File: src/rtl/rdyacpt_elastic_fifo.sv
// rdyacpt_elastic_fifo: parametrised-depth ready/accept elastic buffer.
// Decouples interleaver datapath stages. It reports the fill level, raises an
// almost-full flag and supports a synchronous flush.
// Optional feature macro: RDYACPT_BYPASS_EN. When it is defined, a word takes a
// zero-latency cut-through path while the buffer is empty.
// Without the macro, upstream_acpt and downstream_rdy depend only on registered
// state and on flush.
module rdyacpt_elastic_fifo #(
    parameter int WIDTH        = 8,
    parameter int DEPTH        = 4,
    parameter int AFULL_THRESH = DEPTH - 1
) (
    input  logic                       clk,
    input  logic                       reset_n,
    input  logic                       flush,
    input  logic                       upstream_rdy,
    input  logic [WIDTH-1:0]           upstream_data,
    output logic                       upstream_acpt,
    output logic                       downstream_rdy,
    output logic [WIDTH-1:0]           downstream_data,
    input  logic                       downstream_acpt,
    output logic [$clog2(DEPTH+1)-1:0] level,
    output logic                       almost_full
);

    localparam int PW = $clog2(DEPTH);
    localparam int LW = $clog2(DEPTH + 1);
    localparam logic [LW-1:0] FULL_LVL = LW'(DEPTH);
    localparam logic [LW-1:0] AF_LVL   = LW'(AFULL_THRESH);

    logic [WIDTH-1:0] mem [DEPTH];
    logic [PW-1:0]    wr_ptr;
    logic [PW-1:0]    rd_ptr;
    logic [LW-1:0]    level_q;
    logic             not_full;
    logic             not_empty;
    logic             push;
    logic             pop;
    logic             wr_en;
    logic             rd_en;
`ifdef RDYACPT_BYPASS_EN
    logic             bypass;
`endif

    // Handshake decode. A full buffer refuses a push even when a pop happens in
    // the same cycle, so upstream_acpt never depends on downstream_acpt.
    always_comb begin
        not_full  = (level_q != FULL_LVL);
        not_empty = (level_q != '0);
`ifdef RDYACPT_BYPASS_EN
        bypass          = (level_q == '0) & ~flush & downstream_acpt;
        upstream_acpt   = ~flush & (not_full | bypass);
        downstream_rdy  = bypass ? upstream_rdy : (~flush & not_empty);
        downstream_data = bypass ? upstream_data : mem[rd_ptr];
        push            = upstream_rdy & upstream_acpt;
        pop             = downstream_rdy & downstream_acpt;
        wr_en           = push & ~bypass;
        rd_en           = pop & ~bypass;
`else
        upstream_acpt   = ~flush & not_full;
        downstream_rdy  = ~flush & not_empty;
        downstream_data = mem[rd_ptr];
        push            = upstream_rdy & upstream_acpt;
        pop             = downstream_rdy & downstream_acpt;
        wr_en           = push;
        rd_en           = pop;
`endif
        level       = level_q;
        almost_full = (level_q >= AF_LVL);
    end

    // Storage, pointers and level. Flush rewinds the buffer but leaves the
    // stored words in place.
    always_ff @(posedge clk or negedge reset_n) begin
        if (!reset_n) begin
            wr_ptr  <= '0;
            rd_ptr  <= '0;
            level_q <= '0;
            for (int i = 0; i < DEPTH; i++) begin
                mem[i] <= '0;
            end
        end else if (flush) begin
            wr_ptr  <= '0;
            rd_ptr  <= '0;
            level_q <= '0;
        end else begin
            if (wr_en) begin
                mem[wr_ptr] <= upstream_data;
                wr_ptr      <= wr_ptr + 1'b1;
            end
            if (rd_en) begin
                rd_ptr <= rd_ptr + 1'b1;
            end
            case ({wr_en, rd_en})
                2'b10:   level_q <= level_q + 1'b1;
                2'b01:   level_q <= level_q - 1'b1;
                default: level_q <= level_q;
            endcase
        end
    end

endmodule
File: config.mk
export PLATFORM = sky130hd
export DESIGN_NAME = rdyacpt_elastic_fifo
export DESIGN_NICKNAME = d
export VERILOG_FILES = /design/src/rtl/rdyacpt_elastic_fifo.sv
export SDC_FILE = /design/constraint.sdc
export NUM_CORES = 1
export LEC_CHECK = 0
export CORE_AREA = 8 8 76 78
export DETAILED_ROUTE_END_ITERATION = 16
export DIE_AREA = 0 0 84 86
export GPL_ROUTABILITY_DRIVEN = 0
export PLACE_DENSITY = 0.63
export SETUP_SLACK_MARGIN = 0.3
export SLEW_MARGIN = 20
export SYNTH_ARGS = -nofsm -noshare
export SYNTH_HDL_FRONTEND = slang
export SYNTH_SLANG_ARGS = --single-unit
File: constraint.sdc
create_clock -name clk -period 3.1 [get_ports clk]
set_clock_uncertainty 0.15 [all_clocks]
set_input_delay 0.62 -clock clk [delete_from_list [all_inputs] [get_ports clk]]
set_output_delay 0.62 -clock clk [all_outputs]
set_load 0.05 [all_outputs]
Word level (Yosys, flattened, before mapping)
Index checks and enable logic that the tools add are counted.
Widths: inputs -> output; s select.
Storage, ports and cells
  memory bits (read-only): 0
  logic and storage cells: 43
  bits in latches: 0
  register bits: 39
  input port bits: 13
  bits in writable memories: 0
  memories kept: 0
Cells by class
  multiply operators: 0
  reduce and logical (&&, ||, !) cells: 6
  shift-type cells: 0
  $lt $le $gt $ge: 4
  bitwise logic cells: 7
  divide/modulo/power cells: 0
  muxes and demuxes: 12
  $add $sub $neg: 4
  eq/ne operators: 3
Operators by type and width (count)
  $bwmux 32: 1
  $mux 8: 3
  $bmux 8 s2: 1
  $demux 8 s2: 1
  $mux 2: 4
  $ge 3x3->1 const B: 2
  $not 2->3: 2
  $pmux 3 s2: 1
  $reduce_bool 3->1: 2
  $add 2x1->2 const B: 2
  $and 1x1->1: 4
  $reduce_bool 2->1: 2
  $add 3x1->3 const B: 1
  $ge 3x2->1 const B: 1
  $lt 3x1->1 const B: 1
  $mux 3: 1
  $ne 3x3->1 const B: 1
  $sub 3x1->3 const B: 1
  $eq 2x1->1 const B: 1
  $eq 2x2->1 const B: 1
  $reduce_and 2->1: 1
  $logic_and 1x1->1: 1
  $not 1->1: 1

Depth between registers and ports, before layout
  depth after elaboration: 6
  mapped depth: 7
  depth with buffers taken out: 6

Least setup slack after synthesis
No wires, ideal clock.
  path type: flip-flop to output port
  from: reg level_q[0], in the netlist level[0]
  to: out upstream_acpt
  path slack: 0.587 ns
  path buffers: 1
  required time: 2.330 ns
  arrival time: 1.743 ns
  stages on the path, launching flop included: 4
  cell sequence: dfrtp_1 -> clkbuf_1 -> nor3b_1 -> nor2_1
Between the ends
  cells in the longest elaborated chain, start to end: 2
Ends and longest elaborated chain
  start: declaration: RTL line 34  | logic [LW-1:0] level_q;
  start signal: assignment: RTL line 95  | 2'b10: level_q <= level_q + 1'b1;
  start signal: assignment: RTL line 96  | 2'b01: level_q <= level_q - 1'b1;
  start signal: assignment: RTL line 97  | default: level_q <= level_q;
  $ne 3x3->1: RTL line 48  | not_full = (level_q != FULL_LVL);
  $and 1x1->1: RTL line 60  | upstream_acpt = ~flush & not_full;
  end: declaration: RTL line 18  | output logic upstream_acpt,
Every way passes these cells.

Final worst setup path
  from: reg rd_ptr[0]
  to: out downstream_data[5]
Between the ends
  cells in the longest elaborated chain, start to end: 4
Ends and longest elaborated chain
  start: declaration: RTL line 33  | logic [PW-1:0] rd_ptr;
  start signal: assignment: RTL line 92  | rd_ptr <= rd_ptr + 1'b1;
  $not 2->3 (not written as such): RTL line 62  | downstream_data = mem[rd_ptr];
  $bmux 8 s2: RTL line 62
  $mux 8 (not written as such) (2 in a row): RTL line 62
  end: declaration: RTL line 20  | output logic [WIDTH-1:0] downstream_data,
Every way passes these cells. The select of a mux whose other input is x is not followed.

==> impl_summary.log <==
[metrics] wire length of the first global-routing pass: 6.85 mm
[metrics] stage delay of the slowest cell on the critical path: 0.50 ns
[metrics] largest net degree at the start of global routing: 40
[metrics] CTS root buf: sky130_fd_sc_hd__clkbuf_8
[metrics] fin worst setup slack: 0.433 ns
[metrics] largest buffer count on any clock path: 2
[metrics] outcome: finished clean
[metrics] WL per Instance: 17.5 µm
[metrics] num rows: 25
[metrics] syn_area_per_cell: 13.6 µm²
[metrics] kind of start point of the critical path: flop
[metrics] maxcap violations: 0
[metrics] utilization of the core after routing: 0.527
[metrics] CTS sink count: 39
[metrics] async set-or-reset flop fraction in the synthesized netlist: 1.00
[metrics] CTS clk-pin slew, worst paths: 0.07 ns
[metrics] number of endpoints failing setup at the final stage: 0
[metrics] leading register cell type out of synthesis: sky130_fd_sc_hd__dfrtp_1
[metrics] floorplan die height: 86 µm
[metrics] share of synthesized area occupied by flip-flops and latches: 0.490
[metrics] number of buffers added by the clock tree synthesis step: 5
[metrics] floorplan die area: 7220 µm²
[metrics] number of inserted filler cells in the final layout: 394
[metrics] Total Power: 1.78 mW
[metrics] number of top-level design ports: 27
[metrics] average vias per placed instance: 5.58
[metrics] gr ovfl total: 0
[metrics] data arrival time of the critical path: 1.90 ns
[metrics] fraction of final layout cells sized beyond drive strength 1: 0.333
[metrics] initial core utilization: 0.433
[metrics] Fmax achieved: 0.375 GHz
[metrics] width of the die: 84 µm
[metrics] number of levels the H-tree was split into: 2
[metrics] worst setup slack for register-to-register paths: 0.87 ns
[metrics] number of distinct library cell variants in the gate-level netlist after synthesis: 36
[metrics] Total Neg Setup Slack: 0 ns
[metrics] number of nets in the final layout: 191
[metrics] area share of the largest cell type after synthesis: 0.490
[metrics] Worst path top cell family by delay: buffers and inverters
[metrics] EDFF count, synth: 0
[metrics] final hold violations: 0
[metrics] Slew @ Worst Pin: 0.853 ns
[metrics] Antenna Diode Count: 0
[metrics] CP Capture Type: output port
[metrics] worst min-delay path class: input port to asynchronous set/reset pin
[metrics] number of warnings reported in the yosys synthesis log: 0
[metrics] CP max stage cell: sky130_fd_sc_hd__mux4_2
[metrics] core footprint: 4600 µm²
[metrics] capturing point of the worst reg2reg path: level[2]
[metrics] via count of the routed design: 1272
[metrics] cell count of the worst reg-to-reg path: 6
[metrics] library cell with the highest instance count after synthesis: sky130_fd_sc_hd__dfrtp_1
[metrics] footprint of the multi-input gates: 951 µm²
[metrics] cell count after synthesis: 146
[metrics] Buf/Inv on CP: 2
[metrics] number of detailed-routing iterations run before antenna repair: 4
[metrics] remaining max-slew budget at the tightest pin: 0.432
[metrics] clock insertion delay at the later pin of the skew report: 0.29 ns
[metrics] number of global-route vias before repair: 1383
[metrics] Final Slew Violations: 0
[metrics] Peak supply drop: 0.221 mV
[metrics] drt first-iter violations: 37
[metrics] time the final worst path needs with I/O delays and setup: 2.67 ns
[metrics] total nets after synthesis: 164
[metrics] RSZ-0062 raised after global routing: no
[metrics] post-route DRC violation count: 0
[metrics] series of cell instances along the critical path: buf_4 -> mux4_2 -> dlygate4sd2_1
[metrics] TritonCTS clock tree: yes
[metrics] number of buffers added on ports: 26
[metrics] antenna violations before repair: 0
[metrics] R2R Path Start: level[1]
[metrics] critical path fanouts, max: 6
[metrics] layout overhead on the synthesized area: 21.7%
[metrics] final period utilization: 0.860
[metrics] Register Area: 978 µm²
[metrics] WP data required: 2.33 ns
[metrics] CTS hold repair buffers: 0
[metrics] worst slack, placed: 0.338 ns
[metrics] count of state elements after synthesis: 39
[metrics] biggest area consumer among synthesized cells: sky130_fd_sc_hd__dfrtp_1
[metrics] dominant cells by area after synthesis: sky130_fd_sc_hd__dfrtp_1 (49%), sky130_fd_sc_hd__mux2_2 (16%), sky130_fd_sc_hd__mux4_2 (9.1%), sky130_fd_sc_hd__nand3_4 (3.5%), sky130_fd_sc_hd__ha_1 (2.5%)
[metrics] total power density per cell area: 735 nW/µm²
[metrics] synthesized cell area: 1990 µm²
[metrics] Critical Setup Path Class: flop to output port
[metrics] Global Route Usage Sum: 0.119
[metrics] Leakage Power: 1.05 nW
[metrics] total stage count of the critical path: 3
[metrics] post-CTS setup buffer count: 0
[metrics] count of antenna-violating nets left after detailed routing: 0
[metrics] half-perimeter wire length of the detailed placement result: 2.83 mm
[metrics] final WL: 4.00 mm
[metrics] Commonest cells post-synth: sky130_fd_sc_hd__dfrtp_1 (39), sky130_fd_sc_hd__mux2_2 (29), sky130_fd_sc_hd__mux4_2 (8)
## registers in the layout, summed over array words and instances, names as in the netlist
name	count
mem	32
level	3
rd_ptr	2
wr_ptr	2
## through the flow
| step | hold slack [ns] | instance area, µm² | std cells |
|---|---|---|---|
| after global routing | 0.346 | 2420 | 228 |
| final | 0.282 | 2420 | 228 |
| after detailed placement | 0.336 | 2310 | 220 |
| after floorplan | 0.174 | 1990 | 146 |
| after global placement | 0.321 | 2310 | 220 |
| after CTS | 0.310 | 2420 | 228 |
## cells in the final DEF (no fill, tap or decap), types with 3 or more instances in the layout
master and instances:
sky130_fd_sc_hd__dfrtp_1 37, sky130_fd_sc_hd__mux2_2 29, sky130_fd_sc_hd__clkdlybuf4s50_1 15, sky130_fd_sc_hd__mux4_2 8, sky130_fd_sc_hd__dlygate4sd2_1 7, sky130_fd_sc_hd__nor2_1 6
sky130_fd_sc_hd__nand3_1 5, sky130_fd_sc_hd__clkbuf_8 5, sky130_fd_sc_hd__inv_1 4, sky130_fd_sc_hd__nand3_4 4, sky130_fd_sc_hd__o21ai_0 4, sky130_fd_sc_hd__ha_1 4
sky130_fd_sc_hd__buf_4 4, sky130_fd_sc_hd__nor3_1 3, sky130_fd_sc_hd__mux2_1 3
## worst reg2reg max path: cells and delay by family, from the launching register on
family,cells,cell delay (ns)
and+or+nand+nor,2,0.28
adders and majority gates,1,0.42
AOI/OAI and AO/OA,3,0.72
DFF,1,0.54
## area by class of cell
class	count	share of cell area
Inverter	4	0.00620
Multi-Input combinational cell	93	0.392
Clock inverter	3	0.0181
Timing Repair Buffer	30	0.123
Sequential cell	39	0.404
Clock buffer	5	0.0284
Tap cell	54	0.0279
## worst max-delay path by stage
| stage | startpoint | endpoint | slack (ns) |
|---|---|---|---|
| 6_report | rd_ptr[0] | downstream_data[5] | 0.43 |
| 5_1_grt | rd_ptr[0] | downstream_data[5] | 0.33 |
| 4_1_cts | rd_ptr[0] | downstream_data[6] | 0.31 |
| 3_5_place_dp | rd_ptr[0] | downstream_data[0] | 0.34 |
| 3_3_place_gp | rd_ptr[0] | downstream_data[5] | 0.37 |
| 2_1_floorplan | level[0] | upstream_acpt | 0.59 |
## per-layer routing
| layer | part of all wire | global-route usage | wire length, µm |
|---|---|---|---|
| met5 | 0 | 0 | 0 |
| met2 | 0.50 | 0.196 | 2020 |
| met3 | 0.037 | 0.0370 | 149 |
| met1 | 0.44 | 0.138 | 1750 |
| met4 | 0.022 | 0.0612 | 87 |
## repair_timing
action / 4_1_cts / 5_1_grt
endpoints found under the setup margin: 8 / 1
resized for setup: 9 / 1
hold endpoints to repair: 0 / 0
## cell families after synthesis
group,synth area share
fa+ha+maj,0.0352
mux,0.272
xor+xnor,0.0132
compound gates,0.0547
flops,0.490
simple gates,0.103
buf+inv,0.0321
## power by group
group | switching (mW) | internal [mW]
combinational | 0.337 | 0.284
clock | 0.179 | 0.239
sequential | 0.0952 | 0.647
(Power assumes the default switching activity.)
